===== src/rtl/alu_out_stage.sv =====
// Purpose  : collects the flagged ALU unit result, tags it with its unit ID and queues it in a DEPTH-entry FIFO.
// Latency  : 1 cycle from a sampled flag to out_valid/head data; no combinational bypass.
// Backpress: valid/ready toward the consumer; a push into a full FIFO with no pop is dropped and ovf_err is set.
//
// Ports:
//   clock, rest                   - system clock, asynchronous active-high reset
//   {arith,logic,cmp,shift}_out   - registered unit results (WIDTH bits)
//   {arith,logic,cmp,shift}_flag  - unit result valid this cycle
//   out_ready                     - consumer takes the head entry when out_valid is high
//   err_clr                       - clears the sticky error flags (a new set condition wins)
//   out_data, out_unit, out_valid - head entry (0 when empty); unit 0=arith 1=logic 2=cmp 3=shift
//   fifo_level, full              - occupancy and full indication
//   ovf_err, conflict_err         - sticky: result dropped / several flags in one cycle
//   result_cnt                    - only when ALU_OUT_STAT_EN is defined: count of accepted pops, wraps at 16 bits
//
// Build option: define ALU_OUT_STAT_EN to add the result_cnt output and its counter.

module alu_out_stage #(
  parameter int WIDTH = 16,
  parameter int DEPTH = 4
) (
  input  logic                     clock,
  input  logic                     rest,
  input  logic [WIDTH-1:0]         arith_out,
  input  logic                     arith_flag,
  input  logic [WIDTH-1:0]         logic_out,
  input  logic                     logic_flag,
  input  logic [WIDTH-1:0]         cmp_out,
  input  logic                     cmp_flag,
  input  logic [WIDTH-1:0]         shift_out,
  input  logic                     shift_flag,
  input  logic                     out_ready,
  input  logic                     err_clr,
  output logic [WIDTH-1:0]         out_data,
  output logic [1:0]               out_unit,
  output logic                     out_valid,
  output logic [$clog2(DEPTH):0]   fifo_level,
  output logic                     full,
  output logic                     ovf_err,
`ifdef ALU_OUT_STAT_EN
  output logic [15:0]              result_cnt,
`endif
  output logic                     conflict_err
);

  localparam int PW = $clog2(DEPTH);
  localparam int LW = PW + 1;

  typedef struct packed {
    logic [1:0]       unit;
    logic [WIDTH-1:0] dat;
  } entry_t;

  entry_t          mem [DEPTH];
  logic [PW-1:0]   wr_ptr;
  logic [PW-1:0]   rd_ptr;
  logic [3:0]      flags;
  entry_t          sel;
  logic            push;
  logic            pop;
  logic            push_acc;
  logic            ovf_set;
  logic            conflict;

  assign flags = {shift_flag, cmp_flag, logic_flag, arith_flag};
  assign push  = |flags;

  // Clearing the lowest set bit leaves something only if two or more flags are high.
  assign conflict = |(flags & (flags - 4'd1));

  // Fixed priority arith > logic > cmp > shift.
  always_comb begin
    sel = '0;
    if (arith_flag) begin
      sel.unit = 2'd0;
      sel.dat  = arith_out;
    end else if (logic_flag) begin
      sel.unit = 2'd1;
      sel.dat  = logic_out;
    end else if (cmp_flag) begin
      sel.unit = 2'd2;
      sel.dat  = cmp_out;
    end else if (shift_flag) begin
      sel.unit = 2'd3;
      sel.dat  = shift_out;
    end
  end

  assign out_valid = (fifo_level != '0);
  assign full      = (fifo_level == LW'(DEPTH));
  assign pop       = out_valid & out_ready;
  // When full, a same-cycle pop frees the head slot, which is exactly where wr_ptr points.
  assign push_acc  = push & (~full | pop);
  assign ovf_set   = push & full & ~pop;

  // Head is forced to zero when empty so stale storage never leaks to the consumer.
  assign out_data = out_valid ? mem[rd_ptr].dat  : '0;
  assign out_unit = out_valid ? mem[rd_ptr].unit : 2'd0;

  // Storage needs no reset; only pointers and level define what is valid.
  always_ff @(posedge clock) begin
    if (push_acc) begin
      mem[wr_ptr] <= sel;
    end
  end

  always_ff @(posedge clock or posedge rest) begin
    if (rest) begin
      wr_ptr     <= '0;
      rd_ptr     <= '0;
      fifo_level <= '0;
    end else begin
      if (push_acc) begin
        wr_ptr <= wr_ptr + PW'(1);
      end
      if (pop) begin
        rd_ptr <= rd_ptr + PW'(1);
      end
      case ({push_acc, pop})
        2'b10:   fifo_level <= fifo_level + LW'(1);
        2'b01:   fifo_level <= fifo_level - LW'(1);
        default: fifo_level <= fifo_level;
      endcase
    end
  end

  // Sticky errors: a set condition in the same cycle as err_clr keeps the flag high.
  always_ff @(posedge clock or posedge rest) begin
    if (rest) begin
      ovf_err      <= 1'b0;
      conflict_err <= 1'b0;
    end else begin
      ovf_err      <= ovf_set  | (ovf_err      & ~err_clr);
      conflict_err <= conflict | (conflict_err & ~err_clr);
    end
  end

`ifdef ALU_OUT_STAT_EN
  always_ff @(posedge clock or posedge rest) begin
    if (rest) begin
      result_cnt <= '0;
    end else if (pop) begin
      result_cnt <= result_cnt + 16'd1;
    end
  end
`endif

endmodule

===== config.mk =====
export PLATFORM = sky130hd
export DESIGN_NAME = alu_out_stage
export DESIGN_NICKNAME = d
export VERILOG_FILES = /design/src/rtl/alu_out_stage.sv
export SDC_FILE = /design/constraint.sdc
export NUM_CORES = 1
export LEC_CHECK = 0
export CAP_MARGIN = 20
export CORE_MARGIN = 3
export CORE_UTILIZATION = 50
export DETAILED_ROUTE_END_ITERATION = 10
export PLACE_DENSITY = 0.81
export SYNTH_ARGS = -nofsm -noshare
export SYNTH_HDL_FRONTEND = slang
export SYNTH_SLANG_ARGS = --single-unit
export TNS_END_PERCENT = 100

===== constraint.sdc =====
create_clock -name clock -period 4.2 [get_ports clock]
set_input_delay 0.63 -clock clock [delete_from_list [all_inputs] [get_ports clock]]
set_output_delay 0.63 -clock clock [all_outputs]
set_load 0.02 [all_outputs]

== Word-level counts from Yosys, hierarchy flattened ==
Memories as Yosys holds them, arrays and structs flattened.
Cells that the tools add are included.
Storage, ports and cells
  bits in registers: 9
  bits in writable memories: 72
  input port bits: 72
  output and inout bits: 25
  word-level logic and storage cells: 40
  memories kept: 1
Cells by class
  $add $sub $neg: 5
  eq/ne operators: 3
  multiplexer cells: 9
  bitwise gates (word level): 13
  reduce and logical (&&, ||, !) cells: 4
Memories
  mem: depth 4, width 18, read ports 1, clocked after memory_dff 0, write ports 1, RTL line 54  | entry_t mem [DEPTH];
Operators by type and width (count)
  two-way mux 18 bit: 4
  two-way mux 16 bit: 1
  OR reduction 4 bit: 2
  bitwise AND 1 bit: 6
  one-hot mux 3 bit (2 select lines): 1
  adder 2 x 1 -> 2 bit, second input constant: 2
  bitwise AND 4 bit: 1
  subtractor 4 x 1 -> 4 bit, second input constant: 1
  adder 3 x 1 -> 3 bit, second input constant: 1
  equality test 3 bit, second input constant: 1
  inverter 1 bit: 3
  OR 1 bit: 3
  nonzero test 3 bit: 1
  subtractor 3 x 1 -> 3 bit, second input constant: 1
  equality test 2 x 1 -> 1 bit, second input constant: 1
  equality test 2 bit, second input constant: 1
  two-way mux 1 bit: 2
  two-way mux 2 bit: 1
  nonzero test 2 bit: 1

== Logic depth before layout (Yosys ltp) ==
Gate-level depths: netlist (run 1).
  depth after elaboration: 6
  gate-level depth with buffers: 8
  mapped depth without buffers: 6

== Least setup slack after synthesis (run 1) ==
OpenSTA, ideal clock, no wires.
  kind: flip-flop to flip-flop
  start point: register fifo_level[2]
  end point: register fifo_level[2]
  library setup time: 0.135 ns
  data arrival time: 2.223 ns
  required time: 4.065 ns
  path slack: 1.843 ns
  cell stages (with the launch flop): 8
  path buffers: 2
  clock period less this slack: 2.357 ns
  path through: dfrtp_1 -> clkbuf_1 -> or3_1 -> clkbuf_1 -> nand3_1 -> fa_1 -> nor4_1 -> o22ai_1
On the way
  cells in the longest elaborated chain, start to end: 6
  elaborated cells between the ends (all ways): 12
  those cells by class: add/sub: 2; eq/ne: 3; mux: 1; bitwise: 4; reduce/logical: 2
RTL lines
  start, declared: RTL line 37  | output logic [$clog2(DEPTH):0] fifo_level,
  start signal, assigned: RTL line 120  | 2'b10: fifo_level <= fifo_level + LW'(1);
  start signal, assigned: RTL line 121  | 2'b01: fifo_level <= fifo_level - LW'(1);
  start signal, assigned: RTL line 122  | default: fifo_level <= fifo_level;
  nonzero test 3 bit (*): RTL line 89  | assign out_valid = (fifo_level != '0);
  via out_valid: RTL line 36  | output logic out_valid,
  bitwise AND 1 bit (*): RTL line 91  | assign pop = out_valid & out_ready;
  OR 1 bit: RTL line 93  | assign push_acc = push & (~full | pop);
  bitwise AND 1 bit: RTL line 93
  equality test 2 x 1 -> 1 bit / equality test 2 bit (equally long branches): RTL line 119  | case ({push_acc, pop})
  one-hot mux 3 bit (2 select lines) / nonzero test 2 bit (equally long branches)
The timed path passes the listed nets; every way through them passes the cells marked *.
A chain may end at the register's enable or synchronous reset.

== Worst setup path after layout (run 1) ==
  start point: register rd_ptr[0]
  end point: output port out_unit[0]
On the way
  cells in the longest elaborated chain, start to end: 2
RTL lines
  start, declared: RTL line 56  | logic [PW-1:0] rd_ptr;
  start signal, assigned: RTL line 117  | rd_ptr <= rd_ptr + PW'(1);
  memory (4 x 18 bit)
  two-way mux 2 bit: RTL line 98  | assign out_unit = out_valid ? mem[rd_ptr].unit : 2'd0;
  end, declared: RTL line 35  | output logic [1:0] out_unit,
Every way passes these cells.

==> results of run 1 <==
==> power by group through the flow <==
stage / logic [mW] / clock network, mW / registers, mW
3_3_place_gp: 1.30 / 0 / 1.26
2_1_floorplan: 0.812 / 0 / 1.21
4_1_cts: 1.32 / 0.495 / 1.26
5_1_grt: 1.40 / 0.529 / 1.28
6_report: 1.29 / 0.483 / 1.26
3_5_place_dp: 1.31 / 0 / 1.28
==> worst paths after layout <==
kind                          startpoint             to
setup / recovery               rd_ptr[0]    out_unit[0]
min in group clock               ovf_err        ovf_err
hold reg to reg                  ovf_err        ovf_err
hold / removal                      rest        ovf_err
max in group asynchronous           rest      wr_ptr[1]
setup reg to reg           fifo_level[2]  fifo_level[2]
==> flip-flops by register name (all words and copies together) (netlist names) <==
name,cells
conflict_err,1
fifo_level,3
mem,72
ovf_err,1
rd_ptr,2
wr_ptr,2
==> placed cells by master, fill, tap and decap left out, types with 2 or more instances in the layout <==
cell             count
a21oi_1              3
a221oi_1            16
and2_1              22
buf_4                9
clkbuf_8             9
clkdlybuf4s50_1     96
clkinv_1             3
dfrtp_1              9
edfxtp_1            72
ha_1                 4
inv_1               10
inv_6                2
mux4_2              18
nand2_1             18
nand3_1              3
nor2_1              10
nor2b_1             17
nor3_1               2
o21ai_0              2
o22ai_1              2
o31ai_1             16
xnor2_1              4
==> worst max-delay path, delay by kind of cell (launching register included) <==
family	cells	cell delay, ps
AND/OR/NAND/NOR	1	180
flip-flops	1	470
buffers and inverters	2	890
multiplexers	1	580
==> layer usage <==
| layer | vias to the layer above | GRT usage |
|---|---|---|
| li1 | 1202 | - |
| met1 | 1291 | 0.2685 |
| met2 | 87 | 0.3625 |
| met3 | 4 | 0.05369 |
| met4 | 0 | 0.06258 |
| met5 | - | 0 |
==> through the flow <==
stage	total power [mW]	util	area (sq um)	instances
after CTS	3.069	0.6885	5074	462
after detailed placement	2.589	0.6655	4905	446
final	3.033	0.6885	5074	462
after global routing	3.207	0.6885	5074	462
after floorplan	2.027	-	3845	262
after global placement	2.558	0.6655	4905	446
==> cells by family after synthesis <==
kind of cell | count (synthesis)
and+or+nand+nor | 78
muxes | 19
xor gates and xnor gates | 5
buffers and inverters | 30
AOI/OAI and AO/OA | 44
DFF | 81
adders and majority gates | 5
==> area by class of cell <==
cell class	instances	area share
clock inverter	7	0.008878
inverter	10	0.007398
multi-input combinational	151	0.2617
sequential	81	0.4705
timing repair buffer	105	0.2027
clock buffer	9	0.02441
tap	99	0.02441
==> impl_metrics.yaml, run 1 <==
outcome:
  status: "finished, final reports clean"
detailed_routing:
  drt_wl_total_mm: 8.698
  wl_met3_um: 552
  vias: 2584
  drcViolationCount: 0
  drt_first_pass_iters: 4
  viasPerCell: 5.593
  wl_per_cell_um: 18.83
  drt-met1-wl_mm: 3.395
  ant_nets: 0
  wl_met2_mm: 4.707
  dr.first_iter.drc_count: 156
  top_layer: "met4"
placed_design:
  dp_slack_ps: 1129
  place_congestion: 0.8598
  dp_hpwl_mm: 6.120
  numPortBuffers: 96
clocking:
  clock_sinks: 81
  h-tree-depth: 3
  path_clk_slew_ps: 80
  clk_latency_ps: 350
  cts_resized: 0
  clockRootBuffer: "clkbuf_8"
  cts_tree: "built"
  cts_made_buffers: 9
  clk_path_buf_depth: 2
  post_cts_buffers: 0
  cts_hold_buf: 0
power:
  leakage_nw: 1.754
  switching_share: 0.3303
  p_seq_frac: 0.414
  p_int_mw: 2.031
  switchingPower_mw: 1.002
  clock_power_share: 0.159
  comb_power_share: 0.427
  pwr_density_cell_mw_per_mm2: 597.8
  peakVddDrop_mv: 0.3882
finish:
  multi_input_area_sq_mm: 0.001328
  nNetsFinal: 435
  antenna_cells: 0
  area_delta_synth_final_pct: 31.96
  drive_gt1_frac: 0.1295
  regArea_sq_mm: 0.002387
  fillers: 533
sta:
  fin_skew_ps: 9.332
  fin_crit_sh: 0.7382
  hold_slack_ps: 548.2
  worst_pin_slew_ps: 922.7
  clock.fmax_mhz: 322.5
  max_slew_margin: 0.3849
  slew_violations: 0
  hold_viol: 0
  finalSetupViolCount: 0
  tns_ps: 0
  rsz0062_at_grt: "false"
  fin_crit_ps: 3100
  setup_ws_ps: 1100
logic_synthesis:
  ys_ff_latch: 81
  ys.flop_type: "edfxtp_1"
  synth.distinct_cells: 35
  yosys.area_share.simple: 0.1155
  ys_warn_count: 0
  synthMuxAreaShare: 0.1084
  synth_nets: 339
  ys_seq_area_frac: 0.6209
  syn-cell-area_sq_mm: 0.003845
  async_flop_share: 0.1111
  synth.most_common_cell: "edfxtp_1"
  synthCells: 262
  synth_top_area_frac: 0.5623
  syn_avg_cell_area_sq_um: 14.68
  synth-compound-area-share: 0.08981
  synth-xor-area-share: 0.01334
  synth_common_cells: "edfxtp_1, and2_1, mux4_2, nand2_1, nor2b_1"
  synth_adder_area_share: 0.01822
  synth_top_area_cell: "edfxtp_1"
  synth-edff-count: 72
  synth_top_family_by_area: "simple AND/OR/NAND/NOR gates"
  synth.area.top_cells: "edfxtp_1, mux4_2, dfrtp_1, a221oi_1, and2_1"
critical_path:
  crit_slowest_cell: "mux4_2"
  regToRegSetupSlack_ps: 1790
  cp_max_fo: 16
  crit_type: "reg -> out"
  crit_path_end_kind: "output pin"
  path_cells: "buf_4 -> mux4_2 -> and2_1 -> clkdlybuf4s50_1"
  crit_required_ps: 3570
  slowest_delay_ps: 580
  critPathArrivalTime_ps: 2470
  start_kind: "flip-flop"
  reg2reg_depth: 5
hold_path:
  hold_class: "in -> async"
floorplan:
  rows: 31
  die_area_sq_mm: 0.008778
  core_sq_mm: 0.007370
  initial_core_util: 0.5217
  die_h_um: 93.69
  pin_count: 97
  die_w_um: 93.69
grt:
  antenna_found_initial: 0
  grt_max_degree: 39
  grt_pass1_vias: 2689
  gr-total-overflow: 0
  grt_pass1_wl_mm: 13.74
  grt.total_usage: 0.2125
run:
  drv_cap: 0
Power figures use the tool's default switching activity.
==> run 2, diff against run 1 <==
CORE_UTILIZATION = 44   (was 50)
PLACE_DENSITY = 0.76   (was 0.81)
clock period = 2.6 ns   (was 4.2 ns; I/O delays follow)
==> run 2 against run 1 <==
Net effect: power increased by 70%; largest cell class unchanged; critical endpoint is now out_data[5]; critical path depth unchanged; sequential cell count unchanged; largest power group unchanged; global-route usage decreased by 3.0 points; worst hold slack got worse by 200 ps; core utilization decreased by 5.4 points; combinational power increased by 76%; count of clock-buffer cells in the layout unchanged; via count decreased by 0.58%; clock power increased by 85%; die area increased by 13%; routed wire length increased by 1.3%.
==> impl_metrics.yaml, run 2 (synthesized netlist as in run 1, its figures left out) <==
clocking:
  clk_latency_ps: 330
  path_clk_slew_ps: 80
  cts_tree: "built"
  post_cts_buffers: 0
  clockRootBuffer: "clkbuf_8"
  clk_path_buf_depth: 2
  cts_made_buffers: 9
  clock_sinks: 81
  h-tree-depth: 3
  cts_hold_buf: 0
detailed_routing:
  drt_first_pass_iters: 4
  ant_nets: 0
  viasPerCell: 5.397
  wl_per_cell_um: 18.51
  dr.first_iter.drc_count: 122
  drcViolationCount: 0
  vias: 2569
  drt_wl_total_mm: 8.811
sta:
  fin_crit_sh: 0.9663
  finalSetupViolCount: 0
  tns_ps: 0
  rsz0062_at_grt: "false"
  setup_ws_ps: 87.65
  clock.fmax_mhz: 398.0
  hold_viol: 0
  slew_violations: 0
  fin_crit_ps: 2512
  max_slew_margin: 0.5785
  fin_skew_ps: 7.672
  worst_pin_slew_ps: 626.9
finish:
  regArea_sq_mm: 0.002389
  multi_input_area_sq_mm: 0.001333
  reg_top3: "mem: 72 flops, fifo_level: 3 flops"
  largest_reg_flops: 72
  final_cells: 476
  antenna_cells: 0
  nNetsFinal: 443
  fillers: 622
  final_util: 0.6341
  final_common_cell: "clkdlybuf4s50_1"
  area_delta_synth_final_pct: 37.55
  layout.cells.most_common_list: "clkdlybuf4s50_1, edfxtp_1, and2_1"
  drive_gt1_frac: 0.1617
  top_register: "mem"
power:
  power_mw: 5.143
  leakage_nw: 1.943
  peakVddDrop_mv: 0.6569
  pwr_density_cell_mw_per_mm2: 972.3
grt:
  gr-total-overflow: 0
  grt_pass1_wl_mm: 13.73
  grt_max_degree: 37
  grt.total_usage: 0.1827
  antenna_found_initial: 0
  grt_pass1_vias: 2677
hold_path:
  hold_class: "in -> async"
critical_path:
  reg2reg_from: "fifo_level[0]"
  reg2reg_depth: 5
  cp_max_fo: 13
  crit_required_ps: 2210
  start_kind: "flip-flop"
  slowest_delay_ps: 530
  regToRegSetupSlack_ps: 540
  r2r-end: "fifo_level[1]"
  critPathArrivalTime_ps: 2120
  crit_type: "reg -> out"
  path_cells: "buf_12 -> mux4_2 -> and2_1 -> clkdlybuf4s50_1"
  crit_path_end_kind: "output pin"
  crit_slowest_cell: "clkdlybuf4s50_1"
floorplan:
  rows: 33
  die_area_sq_mm: 0.009896
  die_h_um: 99.48
  die_w_um: 99.48
  core_sq_mm: 0.008341
  pin_count: 97
  initial_core_util: 0.4610
placed_design:
  place_congestion: 0.8674
  dp_hpwl_mm: 6.044
  numPortBuffers: 96
  dp_slack_ps: 215.1
  dp.cells: 460
run:
  drv_cap: 0
outcome:
  status: "finished, final reports clean"
-- run 2: how the worst max path moves through the flow --
stage	start	end	slack, ps
2_1_floorplan	fifo_level[2]	fifo_level[2]	240
3_3_place_gp	shift_flag	mem[0][4]	240
3_5_place_dp	arith_flag	fifo_level[2]	220
4_1_cts	rd_ptr[0]	out_data[0]	0.4
5_1_grt	rd_ptr[0]	out_data[5]	1
6_report	rd_ptr[0]	out_data[5]	90
-- run 2: metal layers --
| metal | vias to the layer above | part of all wire | global-route usage |
|---|---|---|---|
| met1 | 1263 | 0.41 | 0.2310 |
| met4 | 0 | 0.011 | 0.05462 |
| met2 | 83 | 0.52 | 0.3192 |
| met5 | - | 0 | 0 |
| met3 | 6 | 0.055 | 0.03576 |
| li1 | 1217 | - | - |
-- run 2: area by class of cell --
cell class,count,area share
Sequential cell,81,0.4516
Multi-Input combinational cell,151,0.2520
Timing Repair Buffer,113,0.2264
Tap cell,105,0.02484
Clock buffer,9,0.02342
Clock inverter,7,0.01467
Inverter,10,0.007097
-- run 2: worst max-delay path, delay by kind of cell (launching register included) --
kind | cells | cell delay (ps)
flip-flops | 1 | 410
AND/OR/NAND/NOR | 1 | 160
buffers and inverters | 2 | 710
multiplexers | 1 | 500
-- run 2: what timing repair did --
action                                  in CTS  in global routing
resized for setup                            3                 13
pin swaps                                    0                  0
endpoints found under the setup margin      18                 11
-- run 2: per-stage QoR --
step           hold slack, ps  area [sq um]
2_1_floorplan           217.9          3845
3_3_place_gp            552.5          5047
3_5_place_dp            561.0          5047
4_1_cts                 342.1          5255
5_1_grt                 352.5          5289
6_report                345.3          5289
-- run 2: where the power goes --
part           switching [mW]  leakage, nW  internal [mW]
Sequential              0.142        0.773           1.84
Clock                   0.442       0.0938          0.451
Combinational            1.07         1.08           1.20
==> run 3, diff against run 2 <==
CORE_UTILIZATION = 50   (was 44)
PLACE_DENSITY = 0.81   (was 0.76)
clock period = 2.9 ns   (was 2.6 ns; I/O delays follow)
==> run 3 against run 2 <==
Net effect: sequential share of layout area increased by 1.0 points; clock power decreased by 18%; routed wire length shrank 0.86%; final area decreased by 2.3%; final cell count is 1.3% lower; global-route usage increased by 2.9 points; combinational power down 12%; sequential cell count did not move; first-iteration DRC count increased by 52%; via count grew 2.8%; register-to-register slack better by 230 ps; largest cell class unchanged; largest power group unchanged.
==> impl_metrics.yaml, run 3 (synthesized netlist as in run 1, its figures left out) <==
finish:
  drive_gt1_frac: 0.1536
  regArea_sq_mm: 0.002387
  fillers: 513
  top_register: "mem"
  antenna_cells: 0
  final_common_cell: "clkdlybuf4s50_1"
  multi_input_area_sq_mm: 0.001328
  area_delta_synth_final_pct: 34.40
  fin_area_sq_mm: 0.005167
  nNetsFinal: 443
  reg_top3: "mem: 72 flops, fifo_level: 3 flops"
  final_cells: 470
  layout.cells.most_common_list: "clkdlybuf4s50_1, edfxtp_1, and2_1"
  largest_reg_flops: 72
power:
  peakVddDrop_mv: 0.4944
  leakage_nw: 1.803
  power_mw: 4.507
  pwr_density_cell_mw_per_mm2: 872.3
clocking:
  cts_hold_buf: 0
  cts_made_buffers: 9
  clockRootBuffer: "clkbuf_8"
  clk_latency_ps: 350
  post_cts_buffers: 0
  cts_resized: 0
  clk_path_buf_depth: 2
  h-tree-depth: 3
  path_clk_slew_ps: 80
  clock_sinks: 81
  cts_tree: "built"
critical_path:
  regToRegSetupSlack_ps: 770
  cp_max_fo: 13
  r2r-end: "fifo_level[1]"
  start_kind: "flip-flop"
  reg2reg_depth: 6
  critPathArrivalTime_ps: 2240
  crit_required_ps: 2470
  crit_path_end_kind: "output pin"
  crit_type: "reg -> out"
  reg2reg_from: "fifo_level[2]"
grt:
  grtUsageMet3: 0.04888
  gr-total-overflow: 0
  antenna_found_initial: 0
  grt.busiest_layer: "met2"
  grt.total_usage: 0.2119
  grt_pass1_vias: 2694
  grt_use_met1: 0.2753
  grt_pass1_wl_mm: 13.94
  grt_max_degree: 37
  grt_use_met2: 0.3625
floorplan:
  initial_core_util: 0.5217
  die_h_um: 93.69
  pin_count: 97
  die_area_sq_mm: 0.008778
  die_w_um: 93.69
  core_sq_mm: 0.007370
  rows: 31
detailed_routing:
  dr.first_iter.drc_count: 185
  drt_first_pass_iters: 4
  wl_per_cell_um: 18.59
  vias: 2642
  drt_wl_total_mm: 8.735
  viasPerCell: 5.621
  drcViolationCount: 0
  ant_nets: 0
placed_design:
  numPortBuffers: 96
  dp_hpwl_mm: 6.151
  place_congestion: 0.8434
  postPlaceCellArea_sq_mm: 0.004990
  dp.cells: 454
sta:
  hold_viol: 0
  tns_ps: 0
  slew_violations: 0
  clock.fmax_mhz: 374.5
  fin_crit_sh: 0.9209
  fin_crit_ps: 2671
  rsz0062_at_grt: "false"
  hold_slack_ps: 362.1
  max_slew_margin: 0.6417
  fin_skew_ps: 6.178
  worst_pin_slew_ps: 533.0
  finalSetupViolCount: 0
run:
  drv_cap: 0
hold_path:
  hold_class: "in -> async"
outcome:
  status: "finished, final reports clean"
run 3: cell types whose count changed in the layout (fill, tap and decap cells not counted), sizes merged:
cell	change
clkinvlp	-1
dlymetal6s2s	-12
bufinv	-1
clkdlybuf4s50	+12
clkinv	+2
run 3: cell type report:
type | count | area share
Inverter | 10 | 0.007264
Clock buffer | 9 | 0.02397
Sequential cell | 81 | 0.4620
Tap cell | 99 | 0.02397
Timing Repair Buffer | 113 | 0.2155
Multi-Input combinational cell | 151 | 0.2569
Clock inverter | 7 | 0.01041
run 3: through the flow:
| stage | setup slack, ps | util |
|---|---|---|
| 2_1_floorplan | 542.6 | - |
| 3_3_place_gp | 431.1 | 0.6771 |
| 3_5_place_dp | 371.8 | 0.6771 |
| 4_1_cts | 193.0 | 0.7012 |
| 5_1_grt | 147.6 | 0.7012 |
| 6_report | 229.4 | 0.7012 |
run 3: worst max-delay path by stage:
stage                  startpoint       endpoint  slack [ps]
finish                  rd_ptr[0]    out_data[7]         230
detailed placement     arith_flag  fifo_level[2]         370
floorplan           fifo_level[2]  fifo_level[2]         540
global route            rd_ptr[0]   out_data[15]         150
global placement       arith_flag  fifo_level[2]         430
CTS                     rd_ptr[0]    out_data[7]         190
run 3: worst max-delay path: stages, from the launching register on:
cell,delay (ps)
dfrtp_1,350
buf_4,270
mux4_2,540
and2_1,190
clkdlybuf4s50_1,540
run 3: routing by layer:
layer	wire [um]	vias up
met1	3601	1309
li1	-	1224
met3	498	11
met4	72	0
met5	0	-
met2	4563	98
run 3: power by group:
group / internal (mW) / switching, mW / leakage (nW) / total (mW)
clock network: 0.316 / 0.419 / 0.0839 / 0.735
registers: 1.65 / 0.123 / 0.774 / 1.77
logic: 1.05 / 0.951 / 0.945 / 2.00
total: 3.01 / 1.49 / 1.80 / 4.51
